**src/rtl/gpio_pkg.sv**
```systemverilog
// gpio_pkg: register indices and bus geometry shared by the GPIO controller files.
package gpio_pkg;
  localparam int DATA_W = 32;
  localparam int ADDR_W = 3;
  localparam logic [ADDR_W-1:0] REG_OUT     = 3'd0;
  localparam logic [ADDR_W-1:0] REG_DIR     = 3'd1;
  localparam logic [ADDR_W-1:0] REG_IN      = 3'd2;
  localparam logic [ADDR_W-1:0] REG_IRQ_EN  = 3'd3;
  localparam logic [ADDR_W-1:0] REG_IRQ_POL = 3'd4;
  localparam logic [ADDR_W-1:0] REG_IRQ_ST  = 3'd5;
  localparam logic [ADDR_W-1:0] REG_SET     = 3'd6;
  localparam logic [ADDR_W-1:0] REG_CLR     = 3'd7;
endpackage

```
**src/rtl/gpio_in_filter.sv**
```systemverilog
// gpio_in_filter: input synchroniser plus optional per-pin debounce (GPIO_DEBOUNCE_EN).
module gpio_in_filter #(
  parameter int WIDTH           = 8,
  parameter int SYNC_STAGES     = 2,
  parameter int DEBOUNCE_CYCLES = 16
) (
  input  logic             clk,
  input  logic             rst,
  input  logic [WIDTH-1:0] din,
  output logic [WIDTH-1:0] filt,
  output logic [WIDTH-1:0] filt_nxt
);
  logic [WIDTH-1:0] sync [SYNC_STAGES];
  logic [WIDTH-1:0] s;
  assign s = sync[SYNC_STAGES-1];
  always_ff @(posedge clk) begin
    if (rst) begin
      for (int i = 0; i < SYNC_STAGES; i++) sync[i] <= '0;
      filt <= '0;
    end else begin
      sync[0] <= din;
      for (int i = 1; i < SYNC_STAGES; i++) sync[i] <= sync[i-1];
      filt <= filt_nxt;
    end
  end
`ifdef GPIO_DEBOUNCE_EN
  localparam int CW = $clog2(DEBOUNCE_CYCLES) + 1;
  logic [WIDTH-1:0] s_prev;
  logic [CW-1:0]    cnt [WIDTH];
  // counter restarts whenever the pin agrees with filt or is still moving
  always_ff @(posedge clk) begin
    if (rst) begin
      s_prev <= '0;
      for (int i = 0; i < WIDTH; i++) cnt[i] <= '0;
    end else begin
      s_prev <= s;
      for (int i = 0; i < WIDTH; i++)
        cnt[i] <= (s[i] == filt[i] || s[i] != s_prev[i]) ? '0 : cnt[i] + 1'b1;
    end
  end
  always_comb begin
    filt_nxt = filt;
    for (int i = 0; i < WIDTH; i++)
      filt_nxt[i] = (cnt[i] == CW'(DEBOUNCE_CYCLES - 1) && s[i] != filt[i] && s[i] == s_prev[i]) ? s[i] : filt[i];
  end
`else
  localparam int unused_dbc = DEBOUNCE_CYCLES;
  assign filt_nxt = s;
`endif
endmodule

```
**src/rtl/gpio_port_ctrl.sv**
```systemverilog
// gpio_port_ctrl: memory-mapped GPIO with direction, set/clear, edge interrupts.
// Optional debounce on inputs is compiled in with GPIO_DEBOUNCE_EN.
module gpio_port_ctrl
  import gpio_pkg::*;
#(
  parameter int WIDTH           = 8,
  parameter int SYNC_STAGES     = 2,
  parameter int DEBOUNCE_CYCLES = 16
) (
  input  logic              clk,
  input  logic              rst,
  input  logic              bus_req,
  input  logic              bus_we,
  input  logic [ADDR_W-1:0] bus_addr,
  input  logic [DATA_W-1:0] bus_wdata,
  output logic [DATA_W-1:0] bus_rdata,
  output logic              bus_ack,
  input  logic [WIDTH-1:0]  gpio_port_in,
  output logic [WIDTH-1:0]  gpio_port_out,
  output logic [WIDTH-1:0]  gpio_port_oe,
  output logic              irq
);
  logic [WIDTH-1:0] out_r, dir_r, en_r, pol_r, stat_r;
  logic [WIDTH-1:0] filt, filt_nxt, edges, wd, sel;
  logic [DATA_W-1:0] rd;
  logic wr;
  logic unused_wdata;
  gpio_in_filter #(
    .WIDTH(WIDTH), .SYNC_STAGES(SYNC_STAGES), .DEBOUNCE_CYCLES(DEBOUNCE_CYCLES)
  ) u_filter (
    .clk(clk), .rst(rst), .din(gpio_port_in), .filt(filt), .filt_nxt(filt_nxt)
  );
  assign unused_wdata = ^bus_wdata;
  assign wd = bus_wdata[WIDTH-1:0];
  assign wr = bus_req & bus_we;
  // filt is the held value; an edge is a change whose new level matches the polarity
  assign edges = (filt_nxt ^ filt) & ~(filt_nxt ^ pol_r);
  assign irq = |(stat_r & en_r);
  assign gpio_port_out = out_r;
  assign gpio_port_oe = dir_r;
  always_comb begin
    sel = bus_addr == REG_OUT     ? out_r  :
          bus_addr == REG_DIR     ? dir_r  :
          bus_addr == REG_IN      ? filt   :
          bus_addr == REG_IRQ_EN  ? en_r   :
          bus_addr == REG_IRQ_POL ? pol_r  :
          bus_addr == REG_IRQ_ST  ? stat_r : '0;
    rd = '0;
    rd[WIDTH-1:0] = sel;
  end
  always_ff @(posedge clk) begin
    if (rst) begin
      bus_ack <= 1'b0;
      bus_rdata <= '0;
      out_r <= '0;
      dir_r <= '0;
      en_r <= '0;
      pol_r <= '0;
      stat_r <= '0;
    end else begin
      bus_ack <= bus_req;
      bus_rdata <= (bus_req && !bus_we) ? rd : '0;
      if (wr && bus_addr == REG_OUT) out_r <= wd;
      else if (wr && bus_addr == REG_SET) out_r <= out_r | wd;
      else if (wr && bus_addr == REG_CLR) out_r <= out_r & ~wd;
      if (wr && bus_addr == REG_DIR) dir_r <= wd;
      if (wr && bus_addr == REG_IRQ_EN) en_r <= wd;
      if (wr && bus_addr == REG_IRQ_POL) pol_r <= wd;
      stat_r <= (stat_r & ~((wr && bus_addr == REG_IRQ_ST) ? wd : '0)) | edges;
    end
  end
endmodule

```
**config.mk**
```make
export PLATFORM = sky130hd
export DESIGN_NAME = gpio_port_ctrl
export DESIGN_NICKNAME = d
export VERILOG_FILES = /design/src/rtl/gpio_pkg.sv /design/src/rtl/gpio_in_filter.sv /design/src/rtl/gpio_port_ctrl.sv
export SDC_FILE = /design/constraint.sdc
export NUM_CORES = 1
export LEC_CHECK = 0
export CORE_MARGIN = 4
export CORE_UTILIZATION = 43
export DETAILED_ROUTE_END_ITERATION = 10
export GPL_TIMING_DRIVEN = 0
export HOLD_SLACK_MARGIN = 0.15
export PLACE_DENSITY_LB_ADDON = 0.15
export RECOVER_POWER = 25
export SLEW_MARGIN = 30
export SYNTH_ARGS = -nofsm -noshare
export SYNTH_HDL_FRONTEND = slang
export SYNTH_SLANG_ARGS = --single-unit
```
**constraint.sdc**
```tcl
create_clock -name clk -period 1.4 [get_ports clk]
set_input_delay 0.28 -clock clk [delete_from_list [all_inputs] [get_ports clk]]
set_output_delay 0.28 -clock clk [all_outputs]
set_load 0.02 [all_outputs]
```
======== Word level (Yosys, flattened, before mapping) ========
Memories as Yosys holds them, arrays and structs flattened.
Cells that the tools add are included.
storage, ports and cells
  register bits ........................... 81
  memory bits (writable) .................. 16
  output and inout bits ................... 50
  logic and storage cells ................. 60
  memories kept ........................... 1
memories
  memory         words  width  read ports  clocked after Yosys merged registers in  write ports  RTL line              text
  u_filter.sync  2      8      2           0                                        2            gpio_in_filter.sv:13  logic [WIDTH-1:0] sync [SYNC_STAGES];
cells by class
  equality and inequality tests ........... 7
  mux-type cells .......................... 15
  bitwise operators ....................... 15
  reductions and logical operators ........ 13
operators with widths
  kind                count
  $mux 8              12
  $and 8x8->8         4
  $not 8->8           3
  $or 8x8->8          2
  $xor 8x8->8         2
  $eq 3x3->1 const B  4
  $logic_and 1x1->1   8
  $reduce_or 8->1     1
  $eq 3x2->1 const B  2
  $eq 3x1->1 const B  1
  $logic_not 3->1     1
  $mux 1              3
  $reduce_bool 3->1   1
  $or 1x1->1          2
  $reduce_or 2->1     1
  $and 1x1->1         1
  $logic_not 1->1     1
  $not 1->1           1

======== Longest topological paths before layout ========
  depth in word-level cells ............... 7
  depth in mapped cells ................... 7

======== Modules after synthesis ========
Synthesis repeated with hierarchy kept, for this count alone.
second synthesis, totals
  cells, all modules ...................... 354
  area total of the unflattened synthesis .. 3286.9 um2
by module, submodules not included
  module          instances  cells each  area each (um2)
  gpio_port_ctrl  1          296         2533.7
  gpio_in_filter  1          58          753.2

======== Least setup slack after synthesis ========
Ideal clock, no wire load.
  path kind ............................... input to register
  start point ............................. input bus_we
  end point ............................... register (tool-made name)
  arrival time ............................ 1.365 ns
  setup slack ............................. -0.025 ns
  stages on the path ...................... 6
  buffers on the path ..................... 3
  path through ............................ buf_2 -> and3b_1 -> buf_6 -> buf_6 -> a2111oi_0 -> a221o_1
RTL lines
  what                RTL line              text
  start: declaration  gpio_port_ctrl.sv:13  input logic bus_we,

======== Worst setup path after layout ========
  start point ............................. register en_r[6]
  end point ............................... output irq
on the way
  longest elaborated chain between the ends .. 2
RTL lines
  what                      RTL line              text
  start: declaration        gpio_port_ctrl.sv:23  logic [WIDTH-1:0] out_r, dir_r, en_r, pol_r, stat_r;
  start signal: assignment  gpio_port_ctrl.sv:67  if (wr && bus_addr == REG_IRQ_EN) en_r <= wd;
  $and 8x8->8               gpio_port_ctrl.sv:38  assign irq = |(stat_r & en_r);
  $reduce_or 8->1           gpio_port_ctrl.sv:38
  end: declaration          gpio_port_ctrl.sv:21  output logic irq
No other way between the ends.

==> impl_results.md <==
* Post-synth top area cell: dfxtp_1
* Worst IR Drop VDD at 0.572 mV
* Overall Global Routing Usage at 0.202
* Failing checks: setup timing
* Critical path origin: en_r[6]$_SDFFE_PP0P_
* Crit path time final at 1.52 ns
* CTS tree: done
* Drt drc at 0
* CTS Sinks at 73
* H-tree depth at 3
* Yosys warnings at 0
* Area share of the largest cell type after synthesis at 0.437
* Placed Cells at 536
* WL final at 8.77 mm
* Reg2reg end: bus_rdata[1]$_SDFF_PP0_
* Mapped Cells at 369
* Flops & latches, synth at 73
* DP Worst Slack at -1.08 ns
* R2r setup slk at 0.23 ns
* Area of the die at 0.00925 mm^2
* Worst path slowest cell: dfxtp_2
* Via Count at 2970
* Die Span Y at 96.2 um
* Crit Path Category: flop to output port
* Area of the multi-input gates at 0.00166 mm^2
* Post-route setup slack at -0.119 ns
* Most frequent cells in the layout: dfxtp_1 (71), a21oi_1 (36), nor2b_1 (33)
* Worst skew pair latency at 0.35 ns
* # rows at 31
* Hold Path End: bus_rdata[5]$_SDFF_PP0_
* Crit path largest cell delay at 0.33 ns
* Synth top area cells: dfxtp_1 (44%), nor2b_1 (6.2%), a21oi_1 (5.5%)
* Layout Cells excl Fill at 555
* Clock Skews at 0.00829 ns
* RSZ-0062 raised after global routing: yes
* P per Cell Area at 1110 mW/mm^2
* Post-synthesis cell type count at 37
* Commonest non-fill, non-tap cell in the layout: dfxtp_1
* Die Wd at 96.2 um
* Mean post-synth cell area at 9.06 um^2
* Status: finished with violations
* Worst Hold Slack at 0.376 ns
* Layout Nets at 498
* Mapped cell area at 0.00334 mm^2
* Drt first pass iters at 5
* # setup viols final at 2
* CP Capture Type: output port
* Hold buffer count at cts at 0
* # diodes at 0
* Critical path fanouts, max at 2
* Final hold viol count at 0
* Clk buf depth at 2
* Cells on Worst Hold Path at 3
* Placed cell area at 0.00401 mm^2
* CP Launch Type: flop
* Total Neg Setup Slack at -0.122 ns
* Post-synth EDFFs at 0
* Clock Root Buffer: clkbuf_8
* Sequential share of the synthesized area at 0.437
* Register area at 0.00146 mm^2
* Layout fillers at 699
* Layout area overhead at 29.5%
* Vias in the first global route at 2824
* Starting Density at 0.451
* Post-route cell area at 0.00433 mm^2
* Share of cells above drive strength 1 at 0.182
* Total core area at 0.00741 mm^2
* Avg Vias per Cell at 5.35
* DR iter-0 viols at 200
* WP data arrival at 1.24 ns
* Worst hold start: bus_we
* Crit Reg-Reg Startpoint: u_filter.filt[1]$_SDFF_PP0_
* Peak Freq at 658 MHz
* Max-slew violations at 0
* Worst reg-to-reg path cell count at 3
* IO Port Bufs at 45
* GPL Wtd Cong at 0.904
* Largest net degree at the start of global routing at 13
* First-pass GRT wire length at 14.3 mm
* Critical-path cell list: a22oi_2 -> nand4_1 -> buf_6
* Num CTS Buffers at 9
* Hold/Removal Path Class: input pin to flop
* Clock transition at path regs at 0.08 ns
* Overflow left after global routing at 0
* Wire per inst at 15.8 um
* Period utilisation layout at 1.09
* Ports at 97
* Asr flop ratio synth at 0
* CP Data Required Time at 1.12 ns
* Antenna viol nets, final at 0
* Most used DFF post-synth: dfxtp_1
* Max cap viols at 0
* HPWL after detailed placement at 6.49 mm
* Initial antenna violation count at 0
* P_leak at 0.00176 uW
## synthesized netlist by cell type, types with 2 or more instances
cell type,count
o21ai_0,32
nand2b_1,6
nor2_1,9
inv_1,11
a32o_1,7
a22oi_1,4
a2111oi_0,8
buf_1,4
or3b_2,2
a31oi_1,2
nor2b_1,33
buf_4,24
and3b_1,7
a21oi_1,37
or4bb_1,6
or3_1,8
buf_6,2
clkbuf_1,15
dfxtp_1,73
nand3_1,32
buf_2,8
mux2i_1,9
nand3b_1,3
a221o_1,8
o221ai_1,7
## layer usage
| metal | global-route usage | part of all wire | up-vias |
|---|---|---|---|
| li1 | - | - | 1468 |
| met1 | 0.260 | 0.43 | 1385 |
| met2 | 0.338 | 0.48 | 101 |
| met3 | 0.0313 | 0.066 | 16 |
| met4 | 0.0794 | 0.021 | 0 |
| met5 | 0 | 0 | - |
## cells by family (layout without fill, tap and decap cells)
group | after synthesis | in the layout | synth area share
buffers and inverters | 64 | 128 | 0.106
AO/OA/AOI/OAI | 108 | 108 | 0.209
other | 1 | 24 | 0.00112
flip-flops | 73 | 73 | 0.437
AND/OR/NAND/NOR | 114 | 114 | 0.219
multiplexers | 9 | 9 | 0.0270
## report_power, final
part / switching, uW / total, uW / leakage, uW / internal [uW]
Clock: 783 / 2070 / 0.000127 / 1290
Sequential: 40.8 / 2180 / 0.000595 / 2140
Combinational: 333 / 569 / 0.00104 / 236
Total: 1160 / 4820 / 0.00176 / 3660
## what timing repair did
item                                    in CTS  in global routing
gates resized for setup                     52                 36
setup buffers                                1                  3
pin swaps                                    2                  3
endpoints found under the setup margin      98                 48
## per-stage QoR
| step | total power (uW) | utilization |
|---|---|---|
| final | 4820 | 0.584 |
| after global placement | 2770 | 0.541 |
| after detailed placement | 2780 | 0.541 |
| after CTS | 4830 | 0.577 |
| after floorplan | 2580 | - |
| after global routing | 5000 | 0.584 |
## worst max-delay path: cells and delay by family, from the launching register on
kind | cells | cell delay, ns
simple gates | 1 | 0.18
flops | 1 | 0.33
buf+inv | 1 | 0.18
compound gates | 1 | 0.20
## worst max-delay path by stage
| stage | endpoint | slack, ns | depth (start not counted) |
|---|---|---|---|
| global placement | pol_r[6]$_SDFFE_PP0P_ | -1.05 | 5 |
| global route | irq | -0.15 | 3 |
| finish | irq | -0.12 | 3 |
| detailed placement | en_r[5]$_SDFFE_PP0P_ | -1.08 | 6 |
| CTS | irq | -0.12 | 3 |
| floorplan | flop | -0.03 | 6 |
## layout make-up
class,instances,share of cell area
multi-input combinational,255,0.383
sequential,73,0.338
timing repair buffer,49,0.102
buffer,52,0.0795
clock buffer,12,0.0358
tap,99,0.0286
clock inverter,4,0.0228
inverter,11,0.00954
No activity file was read; power rests on OpenSTA's default activity.
==> RTL change (config.mk and constraints unchanged) <==
Register the output `irq`, cleared by the reset; this adds one clock of latency there. The other outputs are not delayed to match.
--- a/src/rtl/gpio_port_ctrl.sv
+++ b/src/rtl/gpio_port_ctrl.sv
@@ -36,5 +36,11 @@
   // filt is the held value; an edge is a change whose new level matches the polarity
   assign edges = (filt_nxt ^ filt) & ~(filt_nxt ^ pol_r);
-  assign irq = |(stat_r & en_r);
+  always_ff @(posedge clk) begin
+    if (rst) begin
+      irq <= '0;
+    end else begin
+      irq <= |(stat_r & en_r);
+    end
+  end
   assign gpio_port_out = out_r;
   assign gpio_port_oe = dir_r;
Behaviour: not the same (Yosys sat finds a counterexample within 4 cycles, from zero or initial values and one cycle with rst high).
==> RTL change against the unedited design <==
- combinational power rose by 5.3%
- count of clock-buffer cells in the layout fell by 1
- sequential cell count rose by 1
- setup slack improved by 0.14 ns
- first-iteration DRC count rose by 29%
- final area rose by 3.0%
- synthesized area rose by 4.2%
- via count fell by 0.13%
- power fell by 6.5%
- final cell count rose by 1.3%
- wire length fell by 0.44%
- largest cell class unchanged
==> RTL change: results (changes against the unedited design) <==
[global_route]
grt_pass1_vias = 2730  ; was 2,824
groute.layer.met1.usage_pct = 22.2  ; was 26.0%
grt.total_usage_pct = 17.8  ; was 20.2%

[logic_synthesis]
post_synthesis_compound_gate_area_fraction_pct = 19.5  ; was 20.9%
dominant_cells_by_area_after_synthesis = dfxtp_1, nor2b_1, buf_4  ; was dfxtp_1, nor2b_1, a21oi_1
xor_and_xnor_fraction_of_the_mapped_netlist_area_pct = 0.252  ; was 0%
yosys-mux-area-fraction_pct = 4.96  ; was 2.70%
yosys.cell_types.count = 40  ; was 37
yosysSeqAreaShare_pct = 42.6  ; was 43.7%

[placed_design]
post_dp_cell_area_um2 = 4160  ; was 4010 um2
numPlacedInstances = 539  ; was 536
gp_congestion = 0.820  ; was 0.904
hpwl_reported_at_the_end_of_detailed_placement_mm = 6.35  ; was 6.49 mm
pre_cts_ws_ns = -1.06  ; was -1.08 ns
placement.io_buffers = 46  ; was 45

[setup_path]
critical_path.startpoint = bus_req  ; was en_r[6]$_SDFFE_PP0P_
critical_path_at_ns = 1.61  ; was 1.24 ns
setup.worst_path.end_class = register  ; was output pin
reg2reg_slack_ns = 0.25  ; was 0.23 ns
regToRegStartpoint = u_filter.filt[2]$_SDFF_PP0_  ; was u_filter.filt[1]$_SDFF_PP0_
cpMaxStageDelayCell = dlygate4sd2_1  ; was dfxtp_2
slowest_delay_ns = 0.42  ; was 0.33 ns
cp_top_family = buffers and inverters  ; was flip-flops

[clock_network]
number_of_instances_resized_during_post_cts_repair = 53  ; was 52
cts_setup_buffers = 7  ; was 1

[timing]
holdWs_ns = 0.168  ; was 0.376 ns
layout_setup_ws_ns = 0.0201  ; was -0.119 ns

[drt]
detail_route.drc_violations = 0  ; unchanged
number_of_design_rule_violations_left_by_the_first_detailed_router_iteration = 258  ; was 200
detailed_route_wire_length_mm = 8.73  ; was 8.77 mm
dr_total_vias = 2966  ; was 2,970

[worst_hold_path]
min_delay_path_depth = 2  ; was 3

[power]
power_leakage_uw = 0.00183  ; was 0.00176 uW
max-vdd-ir-drop_mv = 0.501  ; was 0.572 mV

[final_layout]
layout_cells_excl_fill = 562  ; was 555
share_of_final_layout_standard_cells_stronger_than_drive_strength_1_pct = 18.3  ; was 18.2%
final_nets = 502  ; was 498

[outcome]
run_status = finished, final reports clean  ; was finished, violations left

-- RTL change: cell types whose count changed after synthesis, moves of 5 or more --
| cell | unedited run | this run |
|---|---|---|
| a21oi_1 | 37 | 32 |
| o21ai_0 | 32 | 24 |
| nand3_1 | 32 | 17 |
| mux2i_1 | 9 | 15 |
| nand2b_1 | 6 | 19 |
| nand2_1 | 0 | 10 |
-- RTL change: power breakdown --
group | internal, uW | switching [uW]
Combinational | 261 | 338
Sequential | 2170 | 40.9
Clock | 911 | 788
Total | 3340 | 1170
-- RTL change: layout make-up --
class | instances | area, um2
Buffer | 50 | 364
Clock buffer | 11 | 151
Clock inverter | 5 | 52.6
Fill cell | 749 | 3350
Inverter | 11 | 41.3
Multi-Input combinational cell | 256 | 1750
Sequential cell | 74 | 1480
Tap cell | 102 | 128
Timing Repair Buffer | 53 | 490
-- RTL change: per-layer routing --
metal | routed length [um] | up-vias
li1 | - | 1449
met4 | 125 | 0
met1 | 3720 | 1371
met5 | 0 | -
met2 | 4170 | 131
met3 | 719 | 15
